===== src/rtl/apb3_pkg.sv =====
// Shared types and elaboration helpers for the APB3 bridge/decoder.
// The bridge FSM encoding is exported so checkers can bind to it.
package apb3_pkg;

    typedef enum logic [1:0] {
        IDLE   = 2'd0,
        SETUP  = 2'd1,
        ACCESS = 2'd2,
        RESP   = 2'd3
    } apb3_bridge_state_e;

    // Width of the port-select field; a single port still needs one bit of storage.
    function automatic int apb3_sel_width(input int num_master);
        return (num_master > 1) ? $clog2(num_master) : 1;
    endfunction

    function automatic int apb3_cnt_width(input int timeout_cycles);
        return (timeout_cycles > 0) ? $clog2(timeout_cycles + 1) : 1;
    endfunction

endpackage


===== src/rtl/apb3_timeout_timer.sv =====
// ACCESS-phase wait counter; expired flags the last permitted wait cycle.
// With TIMEOUT_CYCLES = 0 the timer is absent and never expires.
import apb3_pkg::*;

module apb3_timeout_timer #(
    parameter int TIMEOUT_CYCLES = 256
) (
    input  logic clk,
    input  logic rst,
    input  logic clear,
    input  logic enable,
    output logic expired
);

    localparam int CW = apb3_cnt_width(TIMEOUT_CYCLES);

    generate
        if (TIMEOUT_CYCLES == 0) begin : g_off
            logic unused_timer_inputs;
            assign unused_timer_inputs = ^{clk, rst, clear, enable};
            assign expired = 1'b0;
        end else begin : g_on
            localparam logic [CW-1:0] LAST = CW'(TIMEOUT_CYCLES - 1);
            logic [CW-1:0] cnt;

            always_ff @(posedge clk or posedge rst) begin
                if (rst) begin
                    cnt <= '0;
                end else if (clear) begin
                    cnt <= '0;
                end else if (enable) begin
                    cnt <= cnt + CW'(1);
                end
            end

            assign expired = enable && (cnt == LAST);
        end
    endgenerate

endmodule


===== src/rtl/apb3_bridge_mux.sv =====
// Registered APB3 1-to-N bridge: decodes one upstream master onto NUM_MASTER
// slave ports, completing unmapped or hung accesses upstream with PSLVERR.
import apb3_pkg::*;

module apb3_bridge_mux #(
    parameter int                SLAVE_APB_AW   = 20,
    parameter int                MASTER_APB_AW  = 10,
    parameter int                APB_DW         = 32,
    parameter int                NUM_MASTER     = 10,
    parameter int                TIMEOUT_CYCLES = 256,
    parameter logic [APB_DW-1:0] ERR_DATA       = APB_DW'(32'hDEAD_BEEF)
) (
    input  logic                     clk,
    input  logic                     rst,
    input  logic [SLAVE_APB_AW-1:0]  s_apb3_paddr,
    input  logic                     s_apb3_psel,
    input  logic                     s_apb3_penable,
    input  logic                     s_apb3_pwrite,
    input  logic [APB_DW-1:0]        s_apb3_pwdata,
    output logic                     s_apb3_pready,
    output logic [APB_DW-1:0]        s_apb3_prdata,
    output logic                     s_apb3_pslverror,
    output logic [MASTER_APB_AW-1:0] m_apb3_paddr     [NUM_MASTER],
    output logic                     m_apb3_psel      [NUM_MASTER],
    output logic                     m_apb3_penable   [NUM_MASTER],
    output logic                     m_apb3_pwrite    [NUM_MASTER],
    output logic [APB_DW-1:0]        m_apb3_pwdata    [NUM_MASTER],
    input  logic                     m_apb3_pready    [NUM_MASTER],
    input  logic [APB_DW-1:0]        m_apb3_prdata    [NUM_MASTER],
    input  logic                     m_apb3_pslverror [NUM_MASTER],
    output logic                     decerr_evt,
    output logic                     timeout_evt,
    output logic [1:0]               dbg_state
);

    localparam int                 SEL_WID      = apb3_sel_width(NUM_MASTER);
    localparam logic [SEL_WID:0]   NUM_MASTER_W = (SEL_WID + 1)'(NUM_MASTER);

    // Handshake: upstream request is taken in IDLE whenever psel is high; the
    // upstream ACCESS phase is held until the single-cycle pready from RESP.
    // Downstream transfers are SETUP (psel) then ACCESS (psel+penable) until
    // pready is sampled in ACCESS or the timer aborts the transfer.
    generate
        if (SEL_WID + MASTER_APB_AW > SLAVE_APB_AW) begin : g_bad_widths
            $error("apb3_bridge_mux: select field plus port window exceed upstream address width");
        end
    endgenerate

    apb3_bridge_state_e        state;
    logic [SEL_WID-1:0]        tgt_q;
    logic [MASTER_APB_AW-1:0]  addr_q;
    logic                      write_q;
    logic [APB_DW-1:0]         wdata_q;
    logic [NUM_MASTER-1:0]     psel_q;
    logic [NUM_MASTER-1:0]     penable_q;
    logic                      s_pready_q;
    logic [APB_DW-1:0]         s_prdata_q;
    logic                      s_pslverr_q;
    logic                      decerr_q;
    logic                      timeout_q;

    logic [SEL_WID-1:0]        req_tgt;
    logic                      req_mapped;
    logic                      sel_pready;
    logic [APB_DW-1:0]         sel_prdata;
    logic                      sel_pslverr;
    logic                      expired;
    logic                      unused_upstream;

    assign req_tgt         = s_apb3_paddr[MASTER_APB_AW +: SEL_WID];
    assign req_mapped      = ({1'b0, req_tgt} < NUM_MASTER_W);
    assign unused_upstream = ^{s_apb3_paddr, s_apb3_penable};

    function automatic logic [NUM_MASTER-1:0] port_onehot(input logic [SEL_WID-1:0] t);
        logic [NUM_MASTER-1:0] r;
        for (int i = 0; i < NUM_MASTER; i++) begin
            r[i] = (t == SEL_WID'(i));
        end
        return r;
    endfunction

    // Writes never return data; any errored read returns the poison pattern.
    function automatic logic [APB_DW-1:0] resp_data(input logic wr, input logic err,
                                                    input logic [APB_DW-1:0] d);
        if (wr) begin
            return '0;
        end
        return err ? ERR_DATA : d;
    endfunction

    always_comb begin
        sel_pready  = 1'b0;
        sel_prdata  = '0;
        sel_pslverr = 1'b0;
        for (int i = 0; i < NUM_MASTER; i++) begin
            if (tgt_q == SEL_WID'(i)) begin
                sel_pready  = m_apb3_pready[i];
                sel_prdata  = m_apb3_prdata[i];
                sel_pslverr = m_apb3_pslverror[i];
            end
        end
    end

    apb3_timeout_timer #(
        .TIMEOUT_CYCLES (TIMEOUT_CYCLES)
    ) u_timer (
        .clk     (clk),
        .rst     (rst),
        .clear   (state == SETUP),
        .enable  (state == ACCESS),
        .expired (expired)
    );

    always_ff @(posedge clk or posedge rst) begin
        if (rst) begin
            state       <= IDLE;
            tgt_q       <= '0;
            addr_q      <= '0;
            write_q     <= 1'b0;
            wdata_q     <= '0;
            psel_q      <= '0;
            penable_q   <= '0;
            s_pready_q  <= 1'b0;
            s_prdata_q  <= '0;
            s_pslverr_q <= 1'b0;
            decerr_q    <= 1'b0;
            timeout_q   <= 1'b0;
        end else begin
            s_pready_q <= 1'b0;
            decerr_q   <= 1'b0;
            timeout_q  <= 1'b0;
            case (state)
                IDLE: begin
                    if (s_apb3_psel) begin
                        tgt_q   <= req_tgt;
                        addr_q  <= s_apb3_paddr[MASTER_APB_AW-1:0];
                        write_q <= s_apb3_pwrite;
                        wdata_q <= s_apb3_pwdata;
                        if (req_mapped) begin
                            state  <= SETUP;
                            psel_q <= port_onehot(req_tgt);
                        end else begin
                            state       <= RESP;
                            s_pready_q  <= 1'b1;
                            s_pslverr_q <= 1'b1;
                            s_prdata_q  <= resp_data(s_apb3_pwrite, 1'b1, '0);
                            decerr_q    <= 1'b1;
                        end
                    end
                end
                SETUP: begin
                    state     <= ACCESS;
                    penable_q <= psel_q;
                end
                ACCESS: begin
                    // A ready slave wins over a timer expiring in the same cycle.
                    if (sel_pready) begin
                        state       <= RESP;
                        psel_q      <= '0;
                        penable_q   <= '0;
                        s_pready_q  <= 1'b1;
                        s_pslverr_q <= sel_pslverr;
                        s_prdata_q  <= resp_data(write_q, sel_pslverr, sel_prdata);
                    end else if (expired) begin
                        state       <= RESP;
                        psel_q      <= '0;
                        penable_q   <= '0;
                        s_pready_q  <= 1'b1;
                        s_pslverr_q <= 1'b1;
                        s_prdata_q  <= resp_data(write_q, 1'b1, '0);
                        timeout_q   <= 1'b1;
                    end
                end
                RESP: begin
                    state       <= IDLE;
                    s_pslverr_q <= 1'b0;
                    s_prdata_q  <= '0;
                end
                default: state <= IDLE;
            endcase
        end
    end

    generate
        for (genvar g = 0; g < NUM_MASTER; g++) begin : g_port
            assign m_apb3_paddr[g]   = addr_q;
            assign m_apb3_psel[g]    = psel_q[g];
            assign m_apb3_penable[g] = penable_q[g];
            assign m_apb3_pwrite[g]  = write_q;
            assign m_apb3_pwdata[g]  = wdata_q;
        end
    endgenerate

    assign s_apb3_pready    = s_pready_q;
    assign s_apb3_prdata    = s_prdata_q;
    assign s_apb3_pslverror = s_pslverr_q;
    assign decerr_evt       = decerr_q;
    assign timeout_evt      = timeout_q;
    assign dbg_state        = state;

endmodule

===== config.mk =====
export PLATFORM = sky130hd
export DESIGN_NAME = apb3_bridge_mux
export DESIGN_NICKNAME = d
export VERILOG_FILES = /design/src/rtl/apb3_pkg.sv /design/src/rtl/apb3_timeout_timer.sv /design/src/rtl/apb3_bridge_mux.sv
export SDC_FILE = /design/constraint.sdc
export NUM_CORES = 1
export LEC_CHECK = 0
export BUFFER_PORTS_ARGS = -buffer_cell sky130_fd_sc_hd__buf_2
export CELL_PAD_IN_SITES_DETAIL_PLACEMENT = 0
export CELL_PAD_IN_SITES_GLOBAL_PLACEMENT = 1
export CORE_AREA = 2 2 342 344
export CTS_CLUSTER_SIZE = 20
export DETAILED_ROUTE_END_ITERATION = 16
export DIE_AREA = 0 0 344 346
export PLACE_DENSITY_LB_ADDON = 0.1
export SKIP_CTS_REPAIR_TIMING = 1
export SLEW_MARGIN = 40
export SYNTH_ARGS = -nofsm -noshare
export SYNTH_HDL_FRONTEND = slang
export SYNTH_SLANG_ARGS = --single-unit
export TNS_END_PERCENT = 1

===== constraint.sdc =====
create_clock -name clk -period 4 [get_ports clk]
set_input_delay 0.2 -clock clk [delete_from_list [all_inputs] [get_ports clk]]
set_output_delay 0.2 -clock clk [all_outputs]
set_load 0.01 [all_outputs]

==> flow_metrics.tcl, run 1 <==
set metrics [dict create \
    die_height_um 346 \
    setup_tns_ns 0 \
    place_area_um2 14100 \
    root_buffer "clkbuf_16" \
    clk_pin_slew_worst_paths_ns 0.07 \
    cpMostUsedCell "and3_1" \
    synth_edf_count 0 \
    layout_commonest_cell "buf_2" \
    async_flop_share_pct 100 \
    clock_skew_ns 0.0151 \
    leakagePower_nw 7.29 \
    slowest_stage "nor3_2" \
    start_util_pct 9.27 \
    antenna_found_initial 50 \
    hold_viol_final 0 \
    cp-start-kind "register" \
    cp.required_ns 4.41 \
    end_kind "register" \
    worstSetupPathType "reg2reg" \
    fin_area_um2 15200 \
    grt_pass1_vias 10774 \
    drtPass1Iterations 5 \
    fin_crit_sh_pct 77.2 \
    cp_cell_sequence "ha_1 -> and3_1 -> and3_1 -> and3_1 -> ha_1 -> nand2b_1 -> nor3_2 -> o21bai_1 -> a22o_1" \
    cts_sinks 114 \
    worst-path-buf-inv 0 \
    port-buffer-count 877 \
    numCtsBuffers 17 \
    synthesis.nets 1645 \
    whs_ns 0.0778 \
    timing.rr.start "u_timer.g_on.cnt[0]$_DFFE_PP0P_" \
    layout.cells.non_filler 3297 \
    ant_nets 0 \
    vias_per_cell 3.30 \
    wl_per_cell_um 20.0 \
    status "finished clean" \
    r2r-end "penable_q[3]$_DFFE_PP0P_" \
    rrSetupSlack_ns 0.91 \
    vdd_drop_max_mv 0.355 \
    grt_pass1_wl_um 88600 \
    yosys_warnings 0 \
    core_um2 115000 \
    cts_tree "yes" \
    cp_max_fo 7 \
    mappedNetlistArea_um2 10700 \
    postSynthAreaPerCell_um2 8.62 \
    holdPathStages 3 \
    grt_setup_unrepaired "false" \
    gp_congestion 0.726 \
    pin_count 885 \
    holdPathEnd "s_apb3_prdata[29]$_DFFE_PP0P_" \
    vias 10883 \
    crit_family "simple AND/OR/NAND/NOR gates" \
    drt-initial-drc-count 364 \
    crit_arrival_ns 3.50 \
    clk_latency_ns 0.49 \
    relSlewSlack_pct 49.0 \
    final_cell_mix "877 x buf_2, 110 x dfrtp_1, 93 x a21oi_1" \
    ys_types 61 \
    clk_path_buf_depth 2 \
    rows 125 \
    total_power_mw 13.5 \
    pre_cts_ws_ns 0.825 \
    synthFlopType "dfrtp_1" \
    timing.final.ws_setup_ns 0.914 \
    fmax_mhz 324 \
    drv_slew 0 \
    layout.nets 2149 \
    drive_above_1_share_pct 60.2 \
    synth_seq_area_share_pct 26.7 \
    drc_errors 0 \
    slowest_delay_ns 0.63 \
    syn_inst 1242 \
    worstMarginPinSlew_ns 0.760 \
    maxCapViolCount 0 \
    dpl.cell_count 3208 \
    setup_viol 0 \
    r2r_cells 9 \
    grt_max_degree 71 \
    die_area_um2 119000 \
    area_growth_pct 41.8 \
    die_x_um 344 \
    layout_min_cycle_time_ns 3.09 \
    wirelength_um 65900 \
    final_core_util_pct 13.1 \
    dp_hpwl_um 54400 \
    track_usage_pct 10.7 \
    hold_path_class "in2reg" \
    grt_overflow_total 0 \
    hold_start "m_apb3_prdata[29]" \
    synth-seq-cells 114 \
    h-tree-depth 4 \
    power.density_nw_per_um2 892 \
]
## logic make-up (layout without fill, tap and decap cells)
group | count (synthesis) | count (layout) | share of synthesized area, %
buf+inv | 481 | 998 | 30.9
fa+ha+maj | 6 | 6 | 0.701
compound gates | 392 | 392 | 25.4
flops | 114 | 114 | 26.7
other cells | 0 | 14 | 0
simple gates | 167 | 167 | 7.46
mux | 82 | 82 | 8.88
## sequential cells by signal, summed over array words and instances (netlist names)
name,flops
tgt_q,4
addr_q,10
s_apb3_prdata,32
penable_q,10
dbg_state,2
timeout_evt,1
u_timer.g_on.cnt,9
psel_q,10
s_apb3_pready,1
decerr_evt,1
wdata_q,32
write_q,1
s_apb3_pslverror,1
## worst max path at each step
| stage | from | endpoint | slack [ns] | depth (start not counted) |
|---|---|---|---|---|
| final | u_timer.g_on.cnt[0]$_DFFE_PP0P_ | penable_q[3]$_DFFE_PP0P_ | 0.91 | 9 |
| after detailed placement | tgt_q[1]$_DFFE_PP0P_ | s_apb3_prdata[17]$_DFFE_PP0P_ | 0.83 | 7 |
| after CTS | u_timer.g_on.cnt[0]$_DFFE_PP0P_ | penable_q[3]$_DFFE_PP0P_ | 0.79 | 9 |
| after floorplan | rst | addr_q[0]$_DFFE_PP0P_ | 0.78 | 1 |
| after global placement | u_timer.g_on.cnt[0]$_DFFE_PP0P_ | s_apb3_prdata[26]$_DFFE_PP0P_ | 0.73 | 9 |
| after global routing | u_timer.g_on.cnt[0]$_DFFE_PP0P_ | penable_q[3]$_DFFE_PP0P_ | 0.70 | 9 |
## Yosys cell counts (6+ instances only)
master,number,area share [%]
inv_1,11,0.39
mux2i_1,14,1.3
a211o_1,20,1.6
o31ai_1,8,0.56
dfrtp_1,114,27
nor3_1,10,0.47
nor2b_1,9,0.53
a211oi_1,21,1.5
o211ai_2,21,2.5
mux2_2,64,6.7
a21oi_1,93,4.3
o21ai_0,76,3.6
buf_2,11,0.51
nand2_1,81,2.8
ha_1,6,0.70
nand2b_1,11,0.64
nor2_1,28,0.98
clkbuf_1,63,2.2
o22ai_1,47,2.7
a22oi_1,24,1.7
buf_4,390,27
a22o_1,31,2.5
## metal layers
metal / wire length (µm) / global-route usage [%]
met5: 307 / 0
met4: 939 / 2.26
met1: 26200 / 11.9
met2: 32900 / 18.9
met3: 5510 / 4.27
## area by class of cell
| type | count | area [µm²] |
|---|---|---|
| antenna | 14 | 35.0 |
| timing repair buffer | 955 | 5110 |
| sequential | 114 | 2860 |
| multi-input combinational | 647 | 4620 |
| fill | 13394 | 100000 |
| clock inverter | 15 | 173 |
| tap | 1524 | 1910 |
| inverter | 11 | 48.8 |
| clock buffer | 17 | 425 |
## worst reg2reg max path: cells and delay by family (launching register included)
kind | cells | cell delay (ns)
and+or+nand+nor | 5 | 1.46
AOI/OAI and AO/OA | 2 | 0.69
adders and majority gates | 2 | 0.45
DFF | 1 | 0.42
## report_power, final
part / leakage [nW] / switching [mW] / internal, mW
clock: 0.290 / 0.784 / 0.937
combinational: 5.57 / 5.68 / 3.61
sequential: 1.43 / 0.870 / 1.65
Note: power is estimated with default switching activity, not from simulation.
==> run 2: changes to the inputs <==
==> constraint.sdc (replaced) <==
create_clock -name clk -period 3.15 [get_ports clk]
set_input_delay 0.1575 -clock clk [delete_from_list [all_inputs] [get_ports clk]]
set_output_delay 0.1575 -clock clk [all_outputs]
set_load 0.01 [all_outputs]
==> run 2 against run 1 <==
- first-iteration DRC count increased by 1.1%
- die area stayed put
- worst setup slack worse by 0.62 ns
- sequential share of layout area shrank 0.20 points
- wire length fell by 0.67%
- critical path depth is 1 higher
- highest routed layer unchanged
- clock skew fell by 0.0010 ns
- sequential power up 25%
- final cell count rose by 0.58%
- critical path type unchanged
- count of clock-buffer cells in the layout increased by 3
- combinational power is 30% higher
- register-to-register slack lost 0.62 ns
==> flow_metrics.tcl, run 2 (synthesis results as in run 1) <==
set metrics [dict create \
    grt_setup_unrepaired "false" \
    hold_viol_final 0 \
    clockPowerShare_pct 12.5 \
    rrSetupSlack_ns 0.29 \
    rows 125 \
    top_layer_used "met5" \
    h-tree-depth 4 \
    fin_crit_sh_pct 90.8 \
    ant_nets 0 \
    cp-start-kind "register" \
    grt_pass1_vias 10882 \
    numCtsBuffers 17 \
    clk_pin_slew_worst_paths_ns 0.07 \
    port-buffer-count 877 \
    hold_start "s_apb3_paddr[10]" \
    layout_commonest_cell "buf_2" \
    layout.nets 2169 \
    cts_sinks 114 \
    clk_path_buf_depth 2 \
    core_um2 115000 \
    clk_latency_ns 0.48 \
    dpl.cell_count 3227 \
    multi_input_area_um2 4610 \
    grt_max_degree 66 \
    vias 11041 \
    status "finished clean" \
    drive_above_1_share_pct 60.7 \
    start_util_pct 9.27 \
    wirelength_met1_um 25900 \
    r2r-end "s_apb3_prdata[30]$_DFFE_PP0P_" \
    whs_ns 0.0396 \
    timing.rr.start "u_timer.g_on.cnt[0]$_DFFE_PP0P_" \
    die_height_um 346 \
    root_buffer "clkbuf_16" \
    die_x_um 344 \
    track_usage_pct 10.6 \
    hold_path_class "in2reg" \
    layout.cells.non_filler 3316 \
    drv_slew 0 \
    fillCellCount 13420 \
    drtPass1Iterations 5 \
    swShare_pct 53.4 \
    maxCapViolCount 0 \
    wl_met2_um 32500 \
    pin_count 885 \
    wl_per_cell_um 19.7 \
    crit_arrival_ns 3.20 \
    seq_area_um2 2860 \
    cp_max_fo 24 \
    worstSetupPathType "reg2reg" \
    grt_pass1_wl_um 88100 \
    setup_viol 0 \
    seq_power_share_pct 18.1 \
    die_area_um2 119000 \
    worstMarginPinSlew_ns 0.691 \
    fin_area_um2 15300 \
    antenna_found_initial 58 \
    leakagePower_nw 7.38 \
    cts_tree "yes" \
    relSlewSlack_pct 54.0 \
    fmax_mhz 350 \
    holdPathStages 2 \
    clock_skew_ns 0.0141 \
    place_area_um2 14300 \
    power.switching_mw 9.28 \
    wirelength_um 65500 \
    final_core_util_pct 13.3 \
    drc_errors 0 \
    final_cell_mix "877 x buf_2, 110 x dfrtp_1, 93 x a21oi_1" \
    p_comb_share_pct 69.3 \
    drt-initial-drc-count 368 \
    vias_per_cell 3.33 \
    layout_min_cycle_time_ns 2.86 \
    end_kind "register" \
    met3_length_um 5370 \
    gp_congestion 0.732 \
    r2r_cells 10 \
    power.density_nw_per_um2 1130 \
    holdPathEnd "tgt_q[0]$_DFFE_PP0P_" \
    cp.required_ns 3.49 \
    setup_tns_ns 0 \
    area_growth_pct 43.3 \
    grt_overflow_total 0 \
    dp_hpwl_um 53800 \
    p_int_mw 8.10 \
    vdd_drop_max_mv 0.413 \
]
-- run 2: changes by cell type in the layout (fill, tap and decap cells not counted), sizes merged --
cell | before | now
clkinvlp | 2 | 3
dlygate4sd3 | 43 | 44
diode | 14 | 13
clkbuf | 17 | 20
buf | 912 | 931
inv | 19 | 14
clkinv | 3 | 4
-- run 2: critical path, stage by stage (launching register included) --
cell	delay, ns
dfrtp_1	0.41
ha_1	0.24
and3_1	0.21
and3_1	0.22
and3_1	0.19
ha_1	0.21
nand2b_1	0.22
o31ai_4	0.28
or3b_2	0.17
buf_4	0.41
o211ai_1	0.16
-- run 2: cell type report --
cell class | instances | share of cell area (%)
Timing Repair Buffer | 975 | 34.4
Multi-Input combinational cell | 647 | 30.1
Sequential cell | 114 | 18.6
Tap cell | 1524 | 12.4
Clock buffer | 20 | 3.04
Clock inverter | 12 | 0.946
Inverter | 11 | 0.294
Antenna cell | 13 | 0.212
-- run 2: worst max path at each step --
stage | from | end | slack [ns] | depth (start not counted)
after global routing | u_timer.g_on.cnt[0]$_DFFE_PP0P_ | s_apb3_prdata[3]$_DFFE_PP0P_ | 0.12 | 10
after floorplan | u_timer.g_on.cnt[0]$_DFFE_PP0P_ | s_apb3_prdata[0]$_DFFE_PP0P_ | 0.56 | 11
final | u_timer.g_on.cnt[0]$_DFFE_PP0P_ | s_apb3_prdata[30]$_DFFE_PP0P_ | 0.29 | 10
after global placement | u_timer.g_on.cnt[0]$_DFFE_PP0P_ | s_apb3_prdata[26]$_DFFE_PP0P_ | 0.26 | 10
after CTS | u_timer.g_on.cnt[0]$_DFFE_PP0P_ | s_apb3_prdata[30]$_DFFE_PP0P_ | 0.26 | 10
after detailed placement | u_timer.g_on.cnt[0]$_DFFE_PP0P_ | s_apb3_prdata[26]$_DFFE_PP0P_ | 0.28 | 10
-- run 2: per-layer routing --
layer	vias up	GRT usage [%]
met1	5182	11.8
met2	538	18.3
met3	120	4.34
met4	72	2.95
li1	5129	-
met5	-	0
-- run 2: power by group through the flow --
stage	logic, mW	clock network, mW	registers [mW]
2_1_floorplan	9.37	0	3.20
3_3_place_gp	12.5	0	3.21
3_5_place_dp	12.4	0	3.25
4_1_cts	12.4	2.36	3.22
5_1_grt	13.3	2.40	3.39
6_report	12.1	2.18	3.15
-- run 2: stage by stage --
stage	power, mW	worst slack, ns
floorplan	12.6	0.564
global placement	15.7	0.265
detailed placement	15.6	0.282
CTS	18.0	0.255
global route	19.1	0.119
finish	17.4	0.290
==> run 3: changes to the inputs <==
--- a/config.mk
+++ b/config.mk
@@ -5,13 +5,14 @@
 export SDC_FILE = /design/constraint.sdc
 export NUM_CORES = 1
 export LEC_CHECK = 0
+export ABC_AREA = 1
 export BUFFER_PORTS_ARGS = -buffer_cell sky130_fd_sc_hd__buf_2
 export CELL_PAD_IN_SITES_DETAIL_PLACEMENT = 0
 export CELL_PAD_IN_SITES_GLOBAL_PLACEMENT = 1
-export CORE_AREA = 2 2 342 344
+export CORE_AREA = 2 2 347 349
 export CTS_CLUSTER_SIZE = 20
 export DETAILED_ROUTE_END_ITERATION = 16
-export DIE_AREA = 0 0 344 346
+export DIE_AREA = 0 0 349 351
 export PLACE_DENSITY_LB_ADDON = 0.1
 export SKIP_CTS_REPAIR_TIMING = 1
 export SLEW_MARGIN = 40
==> run 3 against run 2 <==
- synthesized area up 0.95%
- die area up 2.9%
- register-to-register slack better by 0.06 ns
- fmax up 2.2%
- global-route usage up 0.50 points
- worst setup slack better by 0.061 ns
- combinational power down 12%
- sequential power down 3%
- critical path type unchanged
- largest cell class unchanged
- highest routed layer unchanged
==> flow_metrics.tcl, run 3 <==
set metrics [dict create \
    drive_above_1_share_pct 45.2 \
    drc_errors 0 \
    wl_per_cell_um 18.6 \
    synth_most_common_cell "nand2_1" \
    yosys_warnings 0 \
    start_util_pct 9.08 \
    core_um2 119000 \
    grt_overflow_total 0 \
    numCtsBuffers 17 \
    crit_family "simple AND/OR/NAND/NOR gates" \
    synthTopCellsByCount "550 x nand2_1, 390 x buf_4, 140 x nand3_1, 136 x nor2_1, 114 x dfrtp_1" \
    pin_count 885 \
    top_layer_used "met5" \
    synth_top_area_share_pct 27.1 \
    fillCellCount 13963 \
    crit_arrival_ns 3.16 \
    area_growth_pct 42.3 \
    track_usage_pct 11.1 \
    layout.nets 2608 \
    worstSetupPathType "reg2reg" \
    maxCapViolCount 0 \
    end_kind "register" \
    postSynthAreaPerCell_um2 6.42 \
    worstMarginPinSlew_ns 0.710 \
    cp_max_fo 23 \
    synthFlopType "dfrtp_1" \
    cpMostUsedCell "nand2_1" \
    dp_hpwl_um 59600 \
    vias_per_cell 3.23 \
    h-tree-depth 4 \
    grt_max_degree 56 \
    drt-initial-drc-count 333 \
    synth_seq_area_share_pct 26.4 \
    hold_path_class "in2reg" \
    vias 12205 \
    die_height_um 351 \
    cts_sinks 114 \
    drtPass1Iterations 4 \
    fmax_mhz 357 \
    fin_area_um2 15400 \
    vdd_drop_max_mv 0.454 \
    slowest_delay_ns 0.46 \
    slowest_stage "dfrtp_1" \
    drv_slew 0 \
    wirelength_met1_um 28300 \
    clk_path_buf_depth 2 \
    power.density_nw_per_um2 1020 \
    layout_min_cycle_time_ns 2.80 \
    wirelength_um 70300 \
    relSlewSlack_pct 52.7 \
    layout_commonest_cell "buf_2" \
    synth_edf_count 0 \
    synthesis.nets 2087 \
    setup_viol 0 \
    synth_area_leaders "buf_4 27%, dfrtp_1 26%, nand2_1 19%" \
    gp_congestion 0.802 \
    cts_tree "yes" \
    synth-seq-cells 114 \
    cp.required_ns 3.51 \
    rows 127 \
    clk_latency_ns 0.48 \
    clock_skew_ns 0.0198 \
    clk_pin_slew_worst_paths_ns 0.07 \
    place_area_um2 14300 \
    hold_viol_final 0 \
    leakagePower_nw 8.56 \
    cp-start-kind "register" \
    setup_tns_ns 0 \
    async_flop_share_pct 100 \
    mappedNetlistArea_um2 10800 \
    worst-path-buf-inv 3 \
    grt_pass1_wl_um 93800 \
    wl_met2_um 37100 \
    root_buffer "clkbuf_16" \
    cp_cell_sequence "inv_2 -> nand2_1 -> nor2_2 -> inv_2 -> or2_0 -> nand2_1 -> nand4_1 -> nor2_4 -> buf_4 -> nand3_1 -> nand2_1 -> nand2_1 -> nand2_1 -> nand2_1" \
    grt_pass1_vias 11950 \
    syn_inst 1684 \
    ys_types 26 \
    grt_setup_unrepaired "true" \
    port-buffer-count 877 \
    fin_crit_sh_pct 88.9 \
    die_x_um 349 \
    met3_length_um 3490 \
    final_cell_mix "877 x buf_2, 547 x nand2_1, 140 x nand3_1" \
    final_core_util_pct 12.9 \
    yosysTopAreaCell "buf_4" \
    status "finished clean" \
    die_area_um2 122000 \
    antenna_found_initial 55 \
    ant_nets 0 \
]
-- run 3: tightest hold or removal path: cells and delay by family --
family	cells	cell delay, ns
buf+inv	1	0.11
simple gates	2	0.19
-- run 3: final timing paths --
check	cells after the start	to	slack, ns	startpoint
max	14	s_apb3_prdata[19]$_DFFE_PP0P_	0.35	tgt_q[1]$_DFFE_PP0P_
max in group asynchronous	4	s_apb3_prdata[24]$_DFFE_PP0P_	2.02	rst
min reg2reg	2	s_apb3_prdata[19]$_DFFE_PP0P_	0.48	s_apb3_prdata[19]$_DFFE_PP0P_
max reg2reg	14	s_apb3_prdata[19]$_DFFE_PP0P_	0.35	tgt_q[1]$_DFFE_PP0P_
min	3	decerr_evt$_DFF_PP0_	0.02	s_apb3_paddr[12]
min in group asynchronous	3	addr_q[2]$_DFFE_PP0P_	0.33	rst
-- run 3: cells by family after synthesis --
logic type / after synthesis / synth area share (%)
compound gates: 88 / 4.12
simple gates: 915 / 35.5
buf+inv: 561 / 33.3
fa+ha+maj: 6 / 0.695
flops: 114 / 26.4
-- run 3: per-layer routing --
| layer | up-vias | GRT usage (%) |
|---|---|---|
| met5 | - | 0 |
| met1 | 5640 | 12.4 |
| met3 | 110 | 2.63 |
| li1 | 5930 | - |
| met2 | 515 | 20.9 |
| met4 | 10 | 2.61 |
-- run 3: cell type report --
cell class                      count  area [µm²]  share of cell area, %
Clock buffer                       17         425                   2.77
Inverter                          102         389                   2.53
Clock inverter                     15         171                   1.11
Antenna cell                       13        32.5                  0.212
Timing Repair Buffer              961        5180                   33.7
Tap cell                         1548        1940                   12.6
Multi-Input combinational cell   1009        4390                   28.5
Sequential cell                   114        2850                   18.6
-- run 3: report_power, final --
part	internal (mW)	leakage [nW]	switching, mW
registers	2.07	1.47	0.982
clock network	1.18	0.292	0.913
logic	3.66	6.80	6.92
total	6.91	8.56	8.81
-- run 3: through the flow --
step	hold WS, ns	total power [mW]	cells	setup WS, ns
floorplan	0.267	11.2	1684	1.18
global placement	0.301	14.2	3690	0.248
detailed placement	0.298	14.1	3690	0.214
CTS	-0.248	16.3	3722	0.172
global route	0.0200	17.5	3775	-0.0104
finish	0.0186	15.7	3779	0.351
